## src/rtl/memory_responder_if.sv

```systemverilog
// Request/response bundle between a requester (instruction and data ports)
// and the single-ported memory responder.
interface memory_responder_if;
    logic        i_readM;
    logic [15:0] i_address;
    logic [15:0] i_data;
    logic        i_ready;
    logic        d_readM;
    logic        d_writeM;
    logic [15:0] d_address;
    logic [15:0] d_wdata;
    logic [15:0] d_rdata;
    logic        d_ready;

    modport master (
        output i_readM, i_address, d_readM, d_writeM, d_address, d_wdata,
        input  i_data, i_ready, d_rdata, d_ready
    );

    modport slave (
        input  i_readM, i_address, d_readM, d_writeM, d_address, d_wdata,
        output i_data, i_ready, d_rdata, d_ready
    );
endinterface

```

## src/rtl/memory_responder.sv

```systemverilog
// Single-ported 16-bit memory serving an instruction and a data port,
// one access in flight, fixed LATENCY edges from request sampling to ready.
module memory_responder #(
    parameter int LATENCY   = 2,
    parameter int ADDR_BITS = 8
) (
    input  logic                clk,
    input  logic                reset_n,
    memory_responder_if.slave   bus
);

    typedef enum logic [1:0] {
        IDLE,
        BUSY_I,
        BUSY_D,
        DONE
    } state_t;

    state_t                 r_state;
    state_t                 w_next;
    logic [3:0]             r_cnt;
    logic [ADDR_BITS-1:0]   r_addr;
    logic [15:0]            r_wdata;
    logic                   r_write;
    logic                   r_port_d;
    logic [15:0]            r_i_data;
    logic [15:0]            r_d_rdata;
    logic [15:0]            r_mem [2**ADDR_BITS];

    logic                   w_sample_d;
    logic                   w_sample_i;
    logic                   w_busy;
    logic                   w_finish;
    logic                   w_unused;

    // Upper address bits are deliberately ignored so addresses wrap.
    assign w_unused = &{1'b0, bus.i_address, bus.d_address};

    always_comb begin
        w_sample_d = (r_state == IDLE) && (bus.d_readM || bus.d_writeM);
        w_sample_i = (r_state == IDLE) && !w_sample_d && bus.i_readM;
        w_busy     = (r_state == BUSY_I) || (r_state == BUSY_D);
        w_finish   = w_busy && (r_cnt == '0);
    end

    always_comb begin
        w_next = r_state;
        case (r_state)
            IDLE: begin
                if (w_sample_d)
                    w_next = BUSY_D;
                else if (w_sample_i)
                    w_next = BUSY_I;
            end
            BUSY_I,
            BUSY_D: begin
                if (r_cnt == '0)
                    w_next = DONE;
            end
            DONE:    w_next = IDLE;
            default: w_next = IDLE;
        endcase
    end

    always_ff @(posedge clk) begin
        if (!reset_n)
            r_state <= IDLE;
        else
            r_state <= w_next;
    end

    always_ff @(posedge clk) begin
        if (!reset_n) begin
            r_cnt     <= '0;
            r_i_data  <= '0;
            r_d_rdata <= '0;
        end else begin
            if (w_sample_d || w_sample_i)
                r_cnt <= 4'(LATENCY - 1);
            else if (w_busy && (r_cnt != '0))
                r_cnt <= r_cnt - 4'd1;

            if (w_finish && !r_write) begin
                if (r_port_d)
                    r_d_rdata <= r_mem[r_addr];
                else
                    r_i_data  <= r_mem[r_addr];
            end
        end
    end

    // Access descriptor captured only at the sampling edge.
    always_ff @(posedge clk) begin
        if (w_sample_d || w_sample_i) begin
            r_port_d <= w_sample_d;
            r_write  <= w_sample_d && bus.d_writeM;
            r_addr   <= w_sample_d ? bus.d_address[ADDR_BITS-1:0]
                                   : bus.i_address[ADDR_BITS-1:0];
            r_wdata  <= bus.d_wdata;
        end
    end

    // Contents survive reset; a reset edge simply suppresses the commit.
    always_ff @(posedge clk) begin
        if (reset_n && w_finish && r_write)
            r_mem[r_addr] <= r_wdata;
    end

    assign bus.i_ready = (r_state == DONE) && !r_port_d;
    assign bus.d_ready = (r_state == DONE) &&  r_port_d;
    assign bus.i_data  = r_i_data;
    assign bus.d_rdata = r_d_rdata;

endmodule

```

## src/flat_wrapper.sv

```systemverilog
// flat-port wrapper written by rule: the top's interface ports become plain ports
module memory_responder_flat 
#(
    parameter int LATENCY   = 2,
    parameter int ADDR_BITS = 8
)
  (clk, reset_n, bus_i_readM, bus_i_address, bus_d_readM, bus_d_writeM, bus_d_address, bus_d_wdata, bus_i_data, bus_i_ready, bus_d_rdata, bus_d_ready);
  memory_responder_if bus_i ();
  input  logic clk;
  input  logic reset_n;
  input wire logic [$bits(bus_i.i_readM)-1:0] bus_i_readM;
  input wire logic [$bits(bus_i.i_address)-1:0] bus_i_address;
  input wire logic [$bits(bus_i.d_readM)-1:0] bus_d_readM;
  input wire logic [$bits(bus_i.d_writeM)-1:0] bus_d_writeM;
  input wire logic [$bits(bus_i.d_address)-1:0] bus_d_address;
  input wire logic [$bits(bus_i.d_wdata)-1:0] bus_d_wdata;
  output wire logic [$bits(bus_i.i_data)-1:0] bus_i_data;
  output wire logic [$bits(bus_i.i_ready)-1:0] bus_i_ready;
  output wire logic [$bits(bus_i.d_rdata)-1:0] bus_d_rdata;
  output wire logic [$bits(bus_i.d_ready)-1:0] bus_d_ready;
  assign bus_i.i_readM = bus_i_readM;
  assign bus_i.i_address = bus_i_address;
  assign bus_i.d_readM = bus_d_readM;
  assign bus_i.d_writeM = bus_d_writeM;
  assign bus_i.d_address = bus_d_address;
  assign bus_i.d_wdata = bus_d_wdata;
  assign bus_i_data = bus_i.i_data;
  assign bus_i_ready = bus_i.i_ready;
  assign bus_d_rdata = bus_i.d_rdata;
  assign bus_d_ready = bus_i.d_ready;
  memory_responder #(.LATENCY(LATENCY), .ADDR_BITS(ADDR_BITS)) u_core (.clk(clk), .reset_n(reset_n), .bus(bus_i));
endmodule
```

## config.mk

```make
export PLATFORM = sky130hd
export DESIGN_NAME = memory_responder_flat
export DESIGN_NICKNAME = d
export VERILOG_FILES = /design/src/rtl/memory_responder_if.sv /design/src/rtl/memory_responder.sv /design/src/flat_wrapper.sv
export SDC_FILE = /design/constraint.sdc
export NUM_CORES = 2
export LEC_CHECK = 0
export BUFFER_PORTS_ARGS = -buffer_cell sky130_fd_sc_hd__buf_2
export CAP_MARGIN = 20
export CELL_PAD_IN_SITES_DETAIL_PLACEMENT = 1
export CELL_PAD_IN_SITES_GLOBAL_PLACEMENT = 1
export CORE_ASPECT_RATIO = 0.6
export CORE_MARGIN = 5
export CORE_UTILIZATION = 35
export CTS_BUF_LIST = sky130_fd_sc_hd__clkbuf_8
export DETAILED_ROUTE_END_ITERATION = 6
export GPL_ROUTABILITY_DRIVEN = 1
export PLACE_DENSITY = 0.65
export RECOVER_POWER = 25
export SLEW_MARGIN = 10
export SYNTH_ARGS = -nofsm -noshare
export SYNTH_HDL_FRONTEND = slang
export SYNTH_SLANG_ARGS = --single-unit
```

## constraint.sdc

```tcl
create_clock -name clk -period 4.1 [get_ports clk]
set_input_delay 0 -clock clk [delete_from_list [all_inputs] [get_ports clk]]
set_output_delay 0 -clock clk [all_outputs]
set_load 0.005 [all_outputs]
```

### After elaboration in Yosys (flattened, before gate mapping)

Memories as Yosys holds them, arrays and structs flattened. A register that Yosys moved wholly into a read port is not among the register bits.
Index checks and enable logic that the tools add are counted.

* bits in registers: 64
* memory bits (writable): 4096
* input port bits: 53
* output and inout port bits: 34
* memories kept: 1

Memory list
* u_core.r_mem: words 256, width 16, read ports 1, clocked after Yosys merged registers in 1, write ports 1, RTL line memory_responder.sv:28 `logic [15:0] r_mem [2**ADDR_BITS];`

* $add $sub $neg: 1
* equality and inequality tests: 5
* muxes and demuxes: 10
* bitwise operators: 2
* reduce and logical (&&, ||, !) cells: 26

Operators with widths (count)
* $mux 8: 2
* $logic_and 1x1->1: 11
* $mux 2: 3
* $pmux 2 s3: 1
* $reduce_and 2->1: 3
* $eq 2x2->1 const B: 2
* $logic_not 4->1: 1
* $mux 1: 4
* $reduce_bool 4->1: 1
* $reduce_or 2->1: 2
* $sub 4x1->4 const B: 1
* $logic_not 1->1: 3
* $logic_or 1x1->1: 3
* $ne 3x1->1 const B: 1
* $eq 2x1->1 const B: 1
* $logic_not 2->1: 1
* $ne 2x1->1 const B: 1
* $not 1->1: 2
* $reduce_bool 2->1: 1

### Depth between registers and ports, before layout

* depth in word-level cells: 8
* depth in mapped cells: 13
* gate-level depth less buffers: 8

### Least setup slack after synthesis

No wires, ideal clock.

* path type: reg2reg
* start: reg u_core.r_wdata[0]
* end: mem u_core.r_mem[0][0] (data pin)
* data arrival time: 3228 ps
* setup slack: 54 ps
* stages on the path, launching flop included: 1
* buffers on the path: 0
* period minus slack after synthesis: 4046 ps
* path through: edfxtp_1

RTL lines
* from (decl): RTL line memory_responder.sv:23 `logic [15:0] r_wdata;`
* from (signal assigned): RTL line memory_responder.sv:99 `r_wdata <= bus.d_wdata;`
* to (decl): RTL line memory_responder.sv:28

Straight into the memory's write port.

==> reports/results.ini <==
[run_status]
status=finished, violations left
violations=capacitance limit, slew limit

[cts]
clk-insertion-delay-late_ns=1.14
cts_made_buffers=581
cts_max_path_buffers=4
htree_levels=6
cts_tree=yes
path_clk_slew_ns=0.08
root_buffer=clkbuf_8
cts.sink_count=4168

[worst_setup_path]
path_cells=buf_12, buf_4, mux4_2, mux4_2, o22ai_1, buf_4, nor4_1, a311oi_1, buf_4, o31ai_1
critPathMostFrequentCell=buf_4
crit_fanout=26
crit_buf_inv=4
critPathTopFamily=buffers and inverters
cp.arrival_ns=5.05
startpoint_type=register
worst_ep_required_time_ns=5.09
criticalPathCategory=register to register
worstSetupEndpointType=register
crit_slowest_cell=dfxtp_4
cpPeakStageDelay_ns=0.78

[global_route]
grt_pass1_wl_um=719700
grt_antenna_before_repair=55
first_global_vias=86820
grt_overflow=0
track_usage=0.2155
grt_max_degree=177

[sta]
fmax_mhz=246.4
final-hold-violation-count=0
setup_viol=0
fin_skew_ns=0.07317
final_max_slew_viol_count=2546
min_period_ns=4.058
fin_crit_sh=0.9899
fin_ws_ns=0.04152
worstMarginPinSlew_ns=3.435
relSlewSlack=-1.290

[hold_path]
hold_path_class=primary input to register

[floorplan]
boundaryPins=87
core-area_sq_um=456200
die_h_um=534.3
dieArea_sq_um=472300
start_util=0.3515
die_w_um=883.9
rows=192

[route]
dr.pass1.iters=5
num_vias=87400
wire_per_inst_um=34.62
first_iter_violations=14230
drc_errors=0
wl_um=523000
vias_per_cell=5.785
ant_nets=0

[power]
switching_power_w=0.04626
power.leakage_nw=59.03
intPower_w=0.08108
p_comb_frac=0.355
powerDensity_nw_per_um2=689.1
power.share.switching=0.3633
power_frac_seq=0.406
ir_worst_vdd_uv=453.4
clock_power_share=0.239

[placement]
post-place-ws_ns=-0.1724
post_dp_cell_area_sq_um=174000
gp_congestion=0.8944
port_buffers=70
place_inst=14010
place_hpwl_um=340700

[yosys]
syn_inst=7405
post-synth-top-area-cell=edfxtp_1
synth.yosys.seq_area_share=0.7776
synthTopCellsByArea=edfxtp_1 (77%), mux4_2 (13%), mux2i_1 (2.2%)
async_reset_ff_frac=0
synth.cell_area_sq_um=160400
synth_nets=7462
synth_edf_count=4122
yosysUniqueCellTypes=77
synth_top_flop_cell=edfxtp_1
synth_top_area_share=0.7719
ys_seq_elements=4168
synth.yosys.warnings=0
avgSynthCellArea_sq_um=21.66

[final_layout]
final_area_sq_um=184800
area_delta_synth_final_pct=15.23
drive_above_1_share=0.2998
n_fill_cell=43660
fin_cells=15110
nNetsFinal=8625
fin_util=0.4051

[job]
maxCapViolations=28

[metal layers]
layer	GRT usage	wire length, um	vias to the layer above
li1	-	-	33520
met1	0.3277	221200	47200
met2	0.2867	210600	5876
met3	0.08514	77700	792
met4	0.05222	13400	16
met5	0	108	-
[final timing paths]
| check | cells past startpoint | slack (ns) | startpoint | end |
|---|---|---|---|---|
| setup reg to reg | 10 | 0.04 | register | u_core.bus.i_data[12] |
| hold reg to reg | 2 | 0.49 | u_core.bus.d_rdata[5] | u_core.bus.d_rdata[5] |
| setup / recovery | 10 | 0.04 | register | u_core.bus.i_data[12] |
| hold / removal | 5 | 0.11 | reset_n | u_core.bus.i_data[3] |
[kinds of logic after synthesis]
group           count (synthesis)  share of synthesized area
flops                        4168                     0.7776
compound gates                667                    0.02919
buf+inv                       445                    0.01685
mux                          1302                     0.1535
simple gates                  816                    0.02238
fa+ha+maj                       4                  0.0003121
xor+xnor                        3                  0.0001639
[synthesized netlist by cell type (12+ instances only)]
cell type / instances
edfxtp_1: 4122
mux4_2: 921
mux2i_1: 345
nor2_1: 332
nand2_1: 225
clkbuf_1: 134
buf_2: 125
o22ai_1: 119
a22oi_1: 94
buf_4: 90
a21oi_1: 84
nand3_1: 71
o21ai_0: 64
buf_6: 58
nor3_1: 54
dfxtp_1: 46
o211ai_1: 42
a221oi_1: 39
mux2_2: 35
nor2b_1: 35
a211oi_1: 30
o31ai_1: 30
a31oi_1: 29
o221ai_1: 28
and3_1: 19
buf_1: 15
a22o_1: 13
and2_1: 13
nand2b_1: 12
nor4_1: 12
[power groups by stage]
stage	registers [W]	logic, W	clock network, W
after floorplan	0.0539	0.0216	0
after global placement	0.0524	0.0431	0
after detailed placement	0.0523	0.0440	0
after CTS	0.0514	0.0444	0.0309
after global routing	0.0516	0.0465	0.0331
final	0.0517	0.0452	0.0304
[registers in the layout, indices dropped and copies added, names as in the netlist, named ones only]
name,count
u_core.r_wdata,16
u_core.r_write,1
u_core.r_addr,8
u_core.r_cnt,4
u_core.bus.d_rdata,16
u_core.r_port_d,1
u_core.bus.i_data,16
u_core.r_mem,4096
u_core.r_state,2
[cell usage in the layout, fill, tap and decap left out, drive strengths merged, types with 19 or more instances in the layout]
master / instances
mux2: 35
nor3: 54
edfxtp: 4122
nand2: 225
a211oi: 31
o22ai: 119
dlygate4sd3: 82
a31oi: 29
o21ai: 68
nor2: 332
diode: 25
clkinv: 151
a221oi: 39
clkbuf: 671
nand3: 71
a21oi: 84
dfxtp: 46
o31ai: 30
o211ai: 42
mux4: 922
buf: 868
mux2i: 345
o221ai: 28
a22oi: 94
and3: 19
nor2b: 35
inv: 220
[timing repair]
action	CTS	global route
buffers inserted	1	0
endpoints found under the hold margin	83	0
setup endpoints to repair	6	6
resized for setup	3	4
hold buffers	82	0
[metrics by stage]
| step | hold WS [ns] | total power, W | TNS [ns] |
|---|---|---|---|
| finish | 0.1084 | 0.1273 | 0 |
| global route | 0.08449 | 0.1313 | -0.005496 |
| CTS | 0.008894 | 0.1267 | 0 |
| detailed placement | 0.1790 | 0.09634 | -0.6340 |
| global placement | 0.1812 | 0.09543 | -0.4092 |
| floorplan | 0.09887 | 0.07550 | 0 |
[cell type report]
type / count / area, sq um / share of cell area
diodes: 25 / 62.56 / 0.0003385
multi-input cells: 2792 / 33330 / 0.1804
clock buffers: 609 / 8382 / 0.04536
repair buffers: 1012 / 8728 / 0.04723
inverters: 13 / 58.81 / 0.0003182
flip-flops and latches: 4168 / 124700 / 0.6749
well taps: 6111 / 7646 / 0.04138
clock inverters: 379 / 1861 / 0.01007
[worst min-delay path, cell delays in order]
cell	delay, ns
dlygate4sd3_1	0.54
buf_2	0.15
buf_4	0.27
nand3_1	0.14
o31ai_1	0.06
Power figures use the tool's default switching activity.
